File: src/rtl/sd_pkg.sv
// Shared definitions for the packed signed-digit store: digit codes, nibble width
// and sequencer state encodings used by both the read and write sides.
package sd_pkg;

    typedef logic [1:0] sd_digit_t;

    localparam sd_digit_t SD_ZERO = 2'b00;
    localparam sd_digit_t SD_POS  = 2'b10;
    localparam sd_digit_t SD_NEG  = 2'b01;
    localparam sd_digit_t SD_BAD  = 2'b11;

    localparam int NIB_W = 4;

    localparam logic [2:0] ST_IDLE  = 3'd0;
    localparam logic [2:0] ST_READ  = 3'd1;
    localparam logic [2:0] ST_LATCH = 3'd2;
    localparam logic [2:0] ST_EMIT  = 3'd3;
    localparam logic [2:0] ST_FIN   = 3'd4;

    function automatic logic sd_is_bad(input sd_digit_t d);
        return d == SD_BAD;
    endfunction

endpackage

File: src/rtl/sd_word_reader_if.sv
// RAM read port plus digit-pair stream between the word reader (master) and its
// surroundings (slave: the RAM and the online multiplier).
interface sd_word_reader_if #(
    parameter int ADDR_W = 7,
    parameter int DATA_W = 16
);
    import sd_pkg::*;

    logic [ADDR_W-1:0] ram_addr;
    logic              ram_re;
    logic [DATA_W-1:0] ram_rdata;
    logic              out_valid;
    logic              out_ready;
    sd_digit_t         x_out;
    sd_digit_t         y_out;
    logic              out_last;

    modport master (
        output ram_addr, ram_re, out_valid, x_out, y_out, out_last,
        input  ram_rdata, out_ready
    );

    modport slave (
        input  ram_addr, ram_re, out_valid, x_out, y_out, out_last,
        output ram_rdata, out_ready
    );

endinterface

File: src/rtl/sd_nibble_unpack.sv
// Selects one 4-bit nibble from a packed word and splits it into the x/y
// signed-digit pair {x_plus,x_minus,y_plus,y_minus}; flags the illegal 2'b11 code.
module sd_nibble_unpack
    import sd_pkg::*;
#(
    parameter int DATA_W = 16,
    parameter int IDX_W  = 2
) (
    input  logic [DATA_W-1:0] i_word,
    input  logic [IDX_W-1:0]  i_idx,
    output sd_digit_t         o_x,
    output sd_digit_t         o_y,
    output logic              o_bad
);

    logic [NIB_W-1:0] w_nib;

    // Nibble k starts at bit 4k, so the index shifted left by two is the bit offset.
    assign w_nib = i_word[{i_idx, 2'b00} +: NIB_W];
    assign o_x   = w_nib[3:2];
    assign o_y   = w_nib[1:0];
    assign o_bad = sd_is_bad(o_x) || sd_is_bad(o_y);

endmodule

File: src/rtl/sd_word_reader.sv
// Read side of the packed signed-digit store: bursts words out of the RAM and
// streams four x/y digit pairs per word to the online multiplier.
module sd_word_reader
    import sd_pkg::*;
#(
    parameter int ADDR_W    = 7,
    parameter int DATA_W    = 16,
    parameter int DIG_PER_W = 4
) (
    input  logic              clk,
    input  logic              rst,
    input  logic              i_start,
    input  logic [ADDR_W-1:0] i_base_addr,
    input  logic [ADDR_W-1:0] i_num_words,
    sd_word_reader_if.master  bus,
    output logic              o_busy,
    output logic              o_done,
    output logic              o_sd_err
);

    localparam int IDX_W = $clog2(DIG_PER_W);

    logic [2:0]        r_state;
    logic [ADDR_W-1:0] r_addr;
    logic [ADDR_W-1:0] r_word_cnt;
    logic [DATA_W-1:0] r_word;
    logic [IDX_W-1:0]  r_nib_idx;
    logic              r_sd_err;

    sd_digit_t w_x;
    sd_digit_t w_y;
    logic      w_bad;
    logic      w_accept;
    logic      w_last_nib;
    logic      w_last_word;

    sd_nibble_unpack #(
        .DATA_W (DATA_W),
        .IDX_W  (IDX_W)
    ) u_unpack (
        .i_word (r_word),
        .i_idx  (r_nib_idx),
        .o_x    (w_x),
        .o_y    (w_y),
        .o_bad  (w_bad)
    );

    assign w_accept    = (r_state == ST_EMIT) && bus.out_ready;
    assign w_last_nib  = (r_nib_idx == IDX_W'(DIG_PER_W - 1));
    assign w_last_word = (r_word_cnt == ADDR_W'(1));

    // NOTE: every register below is assigned with <= so that all of them update
    // from the same pre-edge values; a blocking assignment here would let later
    // statements see half-updated state and change the synthesized logic.
    always_ff @(posedge clk) begin
        if (rst) begin
            r_state    <= ST_IDLE;
            r_addr     <= '0;
            r_word_cnt <= '0;
            r_word     <= '0;
            r_nib_idx  <= '0;
            r_sd_err   <= 1'b0;
        end else begin
            case (r_state)
                ST_IDLE: begin
                    if (i_start) begin
                        r_addr     <= i_base_addr;
                        r_word_cnt <= i_num_words;
                        r_sd_err   <= 1'b0;
                        r_state    <= (i_num_words == '0) ? ST_FIN : ST_READ;
                    end
                end
                ST_READ:  r_state <= ST_LATCH;
                ST_LATCH: begin
                    r_word    <= bus.ram_rdata;
                    r_nib_idx <= '0;
                    r_state   <= ST_EMIT;
                end
                ST_EMIT: begin
                    // Sticky: re-setting on a held nibble has no further effect.
                    if (w_bad) r_sd_err <= 1'b1;
                    if (w_accept) begin
                        if (!w_last_nib) begin
                            r_nib_idx <= r_nib_idx + 1'b1;
                        end else begin
                            r_word_cnt <= r_word_cnt - 1'b1;
                            r_addr     <= r_addr + 1'b1;
                            r_state    <= w_last_word ? ST_FIN : ST_READ;
                        end
                    end
                end
                ST_FIN:   r_state <= ST_IDLE;
                default:  r_state <= ST_IDLE;
            endcase
        end
    end

    assign bus.ram_addr  = r_addr;
    assign bus.ram_re    = (r_state == ST_READ);
    assign bus.out_valid = (r_state == ST_EMIT);
    assign bus.x_out     = w_x;
    assign bus.y_out     = w_y;
    assign bus.out_last  = bus.out_valid && w_last_word && w_last_nib;

    assign o_busy   = (r_state != ST_IDLE);
    assign o_done   = (r_state == ST_FIN);
    assign o_sd_err = r_sd_err;

endmodule

File: src/flat_wrapper.sv
// flat-port wrapper written by rule: the top's interface ports become plain ports
module sd_word_reader_flat import sd_pkg::*;
#(
    parameter int ADDR_W    = 7,
    parameter int DATA_W    = 16,
    parameter int DIG_PER_W = 4
)
  (clk, rst, i_start, i_base_addr, i_num_words, o_busy, o_done, o_sd_err, bus_ram_addr, bus_ram_re, bus_out_valid, bus_x_out, bus_y_out, bus_out_last, bus_ram_rdata, bus_out_ready);
  sd_word_reader_if #(.ADDR_W(ADDR_W), .DATA_W(DATA_W)) bus_i ();
  input  logic clk;
  input  logic rst;
  input  logic i_start;
  input  logic [ADDR_W-1:0] i_base_addr;
  input  logic [ADDR_W-1:0] i_num_words;
  output logic o_busy;
  output logic o_done;
  output logic o_sd_err;
  output wire logic [$bits(bus_i.ram_addr)-1:0] bus_ram_addr;
  output wire logic [$bits(bus_i.ram_re)-1:0] bus_ram_re;
  output wire logic [$bits(bus_i.out_valid)-1:0] bus_out_valid;
  output wire logic [$bits(bus_i.x_out)-1:0] bus_x_out;
  output wire logic [$bits(bus_i.y_out)-1:0] bus_y_out;
  output wire logic [$bits(bus_i.out_last)-1:0] bus_out_last;
  input wire logic [$bits(bus_i.ram_rdata)-1:0] bus_ram_rdata;
  input wire logic [$bits(bus_i.out_ready)-1:0] bus_out_ready;
  assign bus_ram_addr = bus_i.ram_addr;
  assign bus_ram_re = bus_i.ram_re;
  assign bus_out_valid = bus_i.out_valid;
  assign bus_x_out = bus_i.x_out;
  assign bus_y_out = bus_i.y_out;
  assign bus_out_last = bus_i.out_last;
  assign bus_i.ram_rdata = bus_ram_rdata;
  assign bus_i.out_ready = bus_out_ready;
  sd_word_reader #(.ADDR_W(ADDR_W), .DATA_W(DATA_W), .DIG_PER_W(DIG_PER_W)) u_core (.clk(clk), .rst(rst), .i_start(i_start), .i_base_addr(i_base_addr), .i_num_words(i_num_words), .bus(bus_i), .o_busy(o_busy), .o_done(o_done), .o_sd_err(o_sd_err));
endmodule
File: config.mk
export PLATFORM = sky130hd
export DESIGN_NAME = sd_word_reader_flat
export DESIGN_NICKNAME = d
export VERILOG_FILES = /design/src/rtl/sd_pkg.sv /design/src/rtl/sd_word_reader_if.sv /design/src/rtl/sd_nibble_unpack.sv /design/src/rtl/sd_word_reader.sv /design/src/flat_wrapper.sv
export SDC_FILE = /design/constraint.sdc
export NUM_CORES = 1
export LEC_CHECK = 0
export ABC_AREA = 1
export BUFFER_PORTS_ARGS = -buffer_cell sky130_fd_sc_hd__buf_2
export CAP_MARGIN = 20
export CORE_MARGIN = 4
export CORE_UTILIZATION = 40
export CTS_BUF_LIST = sky130_fd_sc_hd__clkbuf_8
export CTS_CLUSTER_DIAMETER = 120
export DETAILED_ROUTE_END_ITERATION = 10
export PLACE_DENSITY = 0.72
export SYNTH_ARGS = -nofsm -noshare
export SYNTH_HDL_FRONTEND = slang
export SYNTH_SLANG_ARGS = --single-unit
File: constraint.sdc
create_clock -name clk -period 1.6 [get_ports clk]
set_clock_uncertainty 0.15 [all_clocks]
set_input_delay 0.32 -clock clk [delete_from_list [all_inputs] [get_ports clk]]
set_output_delay 0.32 -clock clk [all_outputs]
set_load 0.1 [all_outputs]
After elaboration in Yosys (flattened, before gate mapping)

Index checks and enable logic that the tools add are counted.

Register bits: 36
Bits of input ports: 34
Output and inout bits: 17

Mux-type cells: 20
Eq/ne operators: 13
Shift operators: 1
Reductions and logical operators: 13
$add $sub $neg: 3

Operators by type and width:

| operator                                                               | count |
|---|---|
| 7-bit 2-to-1 mux                                                       | 6 |
| 7-bit case mux with 2 select lines                                     | 2 |
| 16-bit by 5-bit variable part select with 4-bit output                 | 1 |
| 3-bit 2-to-1 mux                                                       | 5 |
| 3-bit case mux with 4 select lines                                     | 1 |
| 2-bit inequality test (second input constant)                          | 5 |
| 3-bit AND reduction                                                    | 3 |
| 7-bit by 1-bit adder with 7-bit output (second input constant)         | 1 |
| 7-bit by 1-bit equality test with 1-bit output (second input constant) | 1 |
| 7-bit logical NOT                                                      | 1 |
| 7-bit by 1-bit subtractor with 7-bit output (second input constant)    | 1 |
| 2-bit equality test (second input constant)                            | 3 |
| 3-bit by 2-bit equality test with 1-bit output (second input constant) | 2 |
| 2-bit 2-to-1 mux                                                       | 2 |
| 2-bit case mux with 2 select lines                                     | 1 |
| 4-bit AND reduction                                                    | 1 |
| 2-bit nonzero test                                                     | 2 |
| 3-bit by 1-bit equality test with 1-bit output (second input constant) | 1 |
| 3-bit equality test (second input constant)                            | 1 |
| 1-bit logical AND                                                      | 3 |
| 3-bit logical NOT                                                      | 1 |
| 3-bit nonzero test                                                     | 1 |
| 2-bit by 1-bit adder with 2-bit output (second input constant)         | 1 |
| 1-bit 2-to-1 mux                                                       | 2 |
| 2 further kinds                                                        | 2 |

Logic depth before layout (Yosys ltp)

Gate-level depths: netlist of the first run.

Depth after elaboration: 5
Gate-level depth with buffers: 11

By module

A second synthesis of the first run with hierarchy kept.

Cell total of the unflattened synthesis: 324
Area total of the unflattened synthesis: 2077.0 um^2

By module, submodules not included:

| module           | instances | cells each | area each (um^2) |
|---|---|---|---|
| sd_word_reader   | 1         | 274        | 1851.8 |
| sd_nibble_unpack | 1         | 50         | 225.2 |

Least setup slack after synthesis of the first run

Ideal clock, no wire load.

Path type: register -> output
Start: register u_core.r_state[1]
End: output port bus_out_last
Path slack: -1.722 ns
Arrival: 2.852 ns
Path buffers: 1
Cell stages (with the launch flop): 6
Data required time: 1.130 ns
Cells stage by stage: dfxtp_1 > nand2_2 > inv_4 > nand2_4 > buf_6 > nor3_1

Longest elaborated chain between the ends: 3

Ends and longest elaborated chain:

| what                                           | line                  | text |
|---|---|---|
| start, declared                                | sd_word_reader.sv:23  | `logic [2:0] r_state;` |
| start signal, assigned                         | sd_word_reader.sv:70  | `r_state <= (i_num_words == '0) ? ST_FIN : ST_READ;` |
| start signal, assigned                         | sd_word_reader.sv:88  | `r_state <= w_last_word ? ST_FIN : ST_READ;` |
| 3-bit by 2-bit equality test with 1-bit output | sd_word_reader.sv:100 | `assign bus.out_valid = (r_state == ST_EMIT);` |
| 1-bit logical AND (2 in a row)                 | sd_word_reader.sv:103 | `assign bus.out_last = bus.out_valid && w_last_word && w_last_nib;` |
| end, declared                                  | flat_wrapper.sv:23    | `output wire logic [$bits(bus_i.out_last)-1:0] bus_out_last;` |

No other way between the ends.

Final worst setup path of the first run

Start: register u_core.r_word_cnt[4]
End: output port bus_out_last

Longest elaborated chain between the ends: 3

Ends and longest elaborated chain:

| what                                           | line                  | text |
|---|---|---|
| start, declared                                | sd_word_reader.sv:25  | `logic [ADDR_W-1:0] r_word_cnt;` |
| start signal, assigned                         | sd_word_reader.sv:68  | `r_word_cnt <= i_num_words;` |
| start signal, assigned                         | sd_word_reader.sv:86  | `r_word_cnt <= r_word_cnt - 1'b1;` |
| 7-bit by 1-bit equality test with 1-bit output | sd_word_reader.sv:50  | `assign w_last_word = (r_word_cnt == ADDR_W'(1));` |
| 1-bit logical AND (2 in a row)                 | sd_word_reader.sv:103 |  |

No other way between the ends.

==> results of run 1 <==
==> power by group through the flow <==
| stage | sequential, mW | combinational, mW | clock [mW] |
|---|---|---|---|
| 2_1_floorplan | 1.81 | 1.95 | 0 |
| 3_3_place_gp | 1.43 | 3.12 | 0 |
| 3_5_place_dp | 1.44 | 3.16 | 0 |
| 4_1_cts | 1.43 | 3.48 | 0.749 |
| 5_1_grt | 1.49 | 4.28 | 0.784 |
| 6_report | 1.45 | 4.02 | 0.736 |
==> kinds of logic after synthesis <==
kind of cell / count (synthesis) / synth area share, %
AO/OA/AOI/OAI: 65 / 16.9
flip-flops: 36 / 34.9
AND/OR/NAND/NOR: 148 / 32.1
buffers and inverters: 64 / 13.7
adder cells (fa/ha/maj): 4 / 2.42
==> per-layer routing <==
metal  GRT usage, %  part of all wire (%)  vias up
met2           34.9                    51       73
li1               -                     -     1176
met5              0                     0        -
met3           5.64                   6.1       11
met1           20.8                    41     1058
met4           7.26                   1.6        0
==> synth_stat cells, types with 2 or more instances <==
library cell	n	area, µm²
nand2_4	3	33.8
inv_4	2	12.5
nand3_1	23	115
o21ai_0	29	145
buf_4	3	22.5
inv_1	47	176
clkbuf_1	6	22.5
a21oi_2	4	35.0
o21ai_1	3	15.0
nand3_2	2	20.0
nand2_2	3	18.8
buf_6	2	22.5
dfxtp_1	36	721
nand2_1	81	304
nand4_1	2	12.5
ha_1	4	50.1
inv_2	2	7.51
nor2_1	26	97.6
nor3_1	6	30.0
a21oi_1	25	125
==> final cells by class <==
class	instances	area, µm²	share of cell area [%]
Inverter	51	216	6.57
Tap cell	67	83.8	2.54
Clock buffer	7	96.3	2.92
Clock inverter	1	3.75	0.114
Timing Repair Buffer	86	785	23.8
Sequential cell	36	752	22.8
Multi-Input combinational cell	219	1350	41.0
Timing Repair inverter	1	8.76	0.266
==> worst register-to-register path, cell delays in order (launching register included) <==
cell,delay (ns)
dfxtp_4,0.36
inv_4,0.06
buf_6,0.08
buf_6,0.11
buf_6,0.10
nand3_4,0.09
nand2_8,0.13
buf_12,0.12
nand2_8,0.07
nor2_4,0.08
nand2_1,0.07
a21oi_1,0.14
==> worst max path at each step <==
stage / slack [ns] / cells past startpoint / startpoint / endpoint
after detailed placement: -0.09 / 6 / u_core.r_word_cnt[3] / bus_out_last
after global placement: -0.04 / 6 / u_core.r_word_cnt[3] / bus_out_last
final: -0.33 / 6 / u_core.r_word_cnt[4] / bus_out_last
after global routing: -0.37 / 6 / u_core.r_word_cnt[4] / bus_out_last
after CTS: -0.36 / 6 / u_core.r_word_cnt[3] / bus_out_last
after floorplan: -0.41 / 6 / u_core.r_state[2] / bus_out_last
==> registers in the layout (all words and copies together) (netlist names) <==
register,cells
u_core.r_word,16
u_core.bus.ram_addr,7
u_core.r_word_cnt,7
u_core.r_state,3
u_core.r_nib_idx,2
u_core.o_sd_err,1
==> per-stage QoR <==
step / hold slack [ns] / TNS [ns] / cells
after floorplan: 0.279 / -0.915 / 317
after global placement: 0.284 / -0.0436 / 435
after detailed placement: 0.292 / -0.0872 / 435
after CTS: 0.138 / -1.07 / 454
after global routing: 0.157 / -2.21 / 468
final: 0.144 / -1.50 / 468
==> timing repair <==
| action | in CTS | in global routing |
|---|---|---|
| resized for setup | 46 | 37 |
| gates cloned | 1 | 3 |
| endpoints found under the setup margin | 10 | 27 |
| pin swaps | 12 | 8 |
| buffers inserted | 10 | 11 |
==> metrics.cfg, run 1 <==
[route]
dr.pass1.iters = 4
vias_per_cell = 4.95
drtIter0Drc = 96
route.antenna.remaining_nets = 0
drc_errors = 0
routedWlPerCell_um = 13.8
drt_wl_total_mm = 6.46
via_count = 2318

[yosys]
ys_async_sr_fraction_pct = 0
syn_inst = 317
synth-edff-count = 0
synth_nets = 355
synth_area_mm2 = 0.00207
synth_warnings = 0
ys_seq_elements = 36
synthFlopType = dfxtp_1
synth.distinct_cells = 28
synth_area_per_cell_um2 = 6.52
ys_seq_area_share_pct = 34.9

[critical_path]
cpMostUsedCell = nor2_4
ff2ff_path_depth = 11
slowest_delay_ns = 0.34
cp_slowest_cell = dfxtp_2
crit_path_end_kind = output port
crit_buf_inv = 2
worstSetupPathType = register to output port
rrSetupSlack_ns = -0.05
worstReg2RegStart = u_core.r_state[2]
crit_family = simple AND/OR/NAND/NOR gates
rr_endpoint = u_core.bus.ram_addr[5]
crit_chain = nor2_4 -> inv_2 -> nor2_4 -> nand3_4 -> nor3_4 -> buf_12
cp_max_fo = 2
critPathRequiredTime_ns = 1.13
startpoint_type = register
worst_ep_arrival_time_ns = 1.46

[pwr]
seqPwrFrac_pct = 23.4
power_mw = 6.20
vdd_ir_drop_max_uv = 1340
comb_power_share_pct = 64.8
switching_share_pct = 50.5
leakagePower_nw = 1.50
p_clk_share_pct = 11.9
p_per_area_mw_per_mm2 = 1880
internal-power_mw = 3.07
switching_power_mw = 3.13

[sta]
finalSetupViolCount = 12
hold_viol_final = 0
final.min_clock_period_ns = 1.93
clock.fmax_ghz = 0.519
tightest_slew_ns = 0.489
finalWorstSetupSlack_ns = -0.326
slew_headroom_pct = 67.6
post-route-period-util_pct = 120
drv_slew = 0
grt_setup_unrepaired = yes

[clock_network]
clock-root-buffer = clkbuf_8
clkTransAtPathRegs_ns = 0.07
clockBufferDepth = 2
numClockSinks = 36
htree_levels = 2
clk-insertion-delay-late_ns = 0.30
cts_tree = done
cts_buffers = 5
holdBufCountCts = 0

[final_layout]
final_cell_mix = nand2_1, inv_1, buf_2
finish.instance_area_mm2 = 0.00330
fillers = 397
antenna_cells = 0
nNetsFinal = 438
syn_to_final_growth_pct = 59.5
drive_gt1_share_pct = 42.6
layout_commonest_cell = nand2_1
fin_util_pct = 68.0

[global_route]
grt_pass1_wl_mm = 9.67
grt_max_degree = 33
overflow = 0
grt_util_all_layers_pct = 19.2
antenna_found_initial = 0
grt_pass1_vias = 2233

[min_path]
hold_end = u_core.r_word[1]
hold_class = primary input to register
hp-start = bus_ram_rdata[1]
whs_path_depth = 3

[placement]
routabilityCongestion = 0.824
placed_area_mm2 = 0.00267
port_buffers = 50
dp_hpwl_mm = 3.82
place_ws_ns = -0.0872

[die]
die_w_um = 79.9
die_h_um = 79.9
core_mm2 = 0.00485
io_pins = 51
initial_utilization_pct = 42.6
rows = 25
die_area_mm2 = 0.00638

[status]
status = finished, violations left
violations = setup timing

[run]
maxCapViolCount = 0

Power figures use the tool's default switching activity.
==> inputs of run 2 (changes only) <==
--- a/config.mk
+++ b/config.mk
@@ -8,6 +8,7 @@
 export ABC_AREA = 1
 export BUFFER_PORTS_ARGS = -buffer_cell sky130_fd_sc_hd__buf_2
 export CAP_MARGIN = 20
+export CORE_ASPECT_RATIO = 0.8
 export CORE_MARGIN = 4
 export CORE_UTILIZATION = 40
 export CTS_BUF_LIST = sky130_fd_sc_hd__clkbuf_8
==> metrics.cfg, run 2 (same netlist as run 1, synthesis figures left out) <==
[placement]
placed_area_mm2 = 0.00265  ; -0.70%
place_ws_ns = -0.0458  ; +0.0415 ns
routabilityCongestion = 0.862  ; +4.6%
dp_hpwl_mm = 3.78  ; -1.1%
port_buffers = 50  ; unchanged
dp_cells = 430  ; -1.1%

[critical_path]
crit_family = simple AND/OR/NAND/NOR gates
worstSetupPathType = register to output port
rrSetupSlack_ns = 0.09  ; +0.14 ns
crit_path_end_kind = output port
ff2ff_path_depth = 9  ; -2
cp_max_fo = 2  ; unchanged
worst_ep_arrival_time_ns = 1.42  ; -0.04 ns
crit_cells = 6  ; unchanged
critPathRequiredTime_ns = 1.13  ; about the same
crit_buf_inv = 2  ; unchanged
rr_endpoint = u_core.r_word_cnt[3]
slowest_delay_ns = 0.34  ; about the same
startpoint_type = register
worstReg2RegStart = u_core.r_state[2]
crit_chain = nor2_4 -> inv_2 -> nor2_4 -> nand3_2 -> nor3_4 -> buf_12
cp_slowest_cell = dfxtp_2
cpMostUsedCell = nor2_4

[sta]
finalWorstSetupSlack_ns = -0.288  ; +0.0384 ns
hold_slack_ns = 0.163  ; +0.0183 ns
final.min_clock_period_ns = 1.89  ; -0.0384 ns
drv_slew = 0  ; unchanged
hold_viol_final = 0  ; unchanged
clock.fmax_ghz = 0.530  ; +2.0%
post-route-period-util_pct = 118  ; -2.4 points
tightest_slew_ns = 0.488  ; -0.00114 ns
finalSetupViolCount = 9  ; -3
grt_setup_unrepaired = yes
slew_headroom_pct = 67.7  ; +0.075 points
setup_tns_ns = -0.814  ; +0.682 ns

[global_route]
grt_pass1_wl_mm = 9.40  ; -2.8%
grt_max_degree = 33  ; unchanged
antenna_found_initial = 0  ; unchanged
grt_pass1_vias = 2092  ; -6.3%
overflow = 0  ; unchanged
grt_util_all_layers_pct = 18.4  ; -0.85 points

[min_path]
hp-start = bus_ram_rdata[4]
hold_class = primary input to register
hold_end = u_core.r_word[4]
whs_path_depth = 3  ; unchanged

[route]
dr.pass1.iters = 4  ; unchanged
routedWlPerCell_um = 12.1  ; -12%
vias_per_cell = 4.84  ; -2.2%
route.antenna.remaining_nets = 0  ; unchanged
drc_errors = 0  ; unchanged
drt_wl_total_mm = 5.51  ; -15%
drtIter0Drc = 132  ; +38%
via_count = 2208  ; -4.7%

[die]
die_area_mm2 = 0.00639  ; +0.11%
initial_utilization_pct = 41.3  ; -1.4 points
core_mm2 = 0.00501  ; +3.3%
die_h_um = 72.3  ; -9.5%
io_pins = 51  ; unchanged
die_w_um = 88.4  ; +11%
rows = 23  ; -8.0%

[run]
maxCapViolCount = 0  ; unchanged

[pwr]
vdd_ir_drop_max_uv = 1120  ; -17%
p_per_area_mw_per_mm2 = 1860  ; -1.1%
leakagePower_nw = 1.44  ; -4.3%
power_mw = 5.78  ; -6.7%

[clock_network]
cts_buffers = 5  ; unchanged
htree_levels = 2  ; unchanged
holdBufCountCts = 0  ; unchanged
numClockSinks = 36  ; unchanged
clk-insertion-delay-late_ns = 0.28  ; -0.02 ns
clockBufferDepth = 2  ; unchanged
clock-root-buffer = clkbuf_8
clkTransAtPathRegs_ns = 0.07  ; about the same
cts_tree = done

[final_layout]
fin_util_pct = 62.1  ; -5.9 points
finish.instance_area_mm2 = 0.00311  ; -5.7%
fillers = 437  ; +10%
regMostFlops = u_core.r_word
antenna_cells = 0  ; unchanged
syn_to_final_growth_pct = 50.4
fin_cells = 456  ; -2.6%
largest_register_ffs = 16  ; unchanged
layout_commonest_cell = nand2_1
drive_gt1_share_pct = 39.8  ; -2.8 points
nNetsFinal = 431  ; -1.6%
final_cell_mix = nand2_1, inv_1, buf_2

[status]
status = finished, violations left
violations = setup timing

run 2: changes by cell type in the layout (fill, tap and decap cells not counted), moves of 2 or more:
cell and change:
nand2_8 -2, nand2_2 -3, inv_4 +2, nand2_1 +5, nor2_1 +2, buf_2 +4, buf_6 -5, clkbuf_4 -3
nand2_4 -2
run 2: per-layer routing:
layer	global-route usage, %	up-vias	share of wire (%)
met5	0	-	0
met4	3.36	0	0.44
met3	4.20	2	5.0
met2	29.7	50	47
met1	25.3	1002	48
li1	-	1154	-
run 2: timing repair:
action	in CTS	in global routing
buffers inserted	8	10
resized for setup	45	18
pin swaps	21	9
gates cloned	1	0
setup endpoints to repair	9	21
run 2: worst max path at each step:
stage / start / end
CTS: u_core.r_word_cnt[3] / bus_out_last
floorplan: u_core.r_state[2] / bus_out_last
global placement: u_core.r_word_cnt[3] / bus_out_last
global route: u_core.r_word_cnt[4] / bus_out_last
detailed placement: u_core.r_word_cnt[3] / bus_out_last
finish: u_core.r_word_cnt[4] / bus_out_last
run 2: final cells by class:
class / instances / area (µm²) / area share, %
Sequential cell: 36 / 752 / 24.2
Tap cell: 62 / 77.6 / 2.50
Inverter: 51 / 219 / 7.05
Clock buffer: 6 / 82.6 / 2.66
Timing Repair Buffer: 82 / 701 / 22.5
Multi-Input combinational cell: 217 / 1260 / 40.7
Clock inverter: 2 / 11.3 / 0.362
run 2: worst min-delay path, cell delays in order:
cell and delay [ns]:
buf_2 0.07, o21ai_0 0.07, a21oi_1 0.10
run 2: where the power goes:
group | internal [mW] | leakage (nW) | switching [mW]
logic | 1.32 | 1.09 | 2.36
registers | 1.22 | 0.302 | 0.225
clock network | 0.344 | 0.0486 | 0.315
total | 2.88 | 1.44 | 2.90
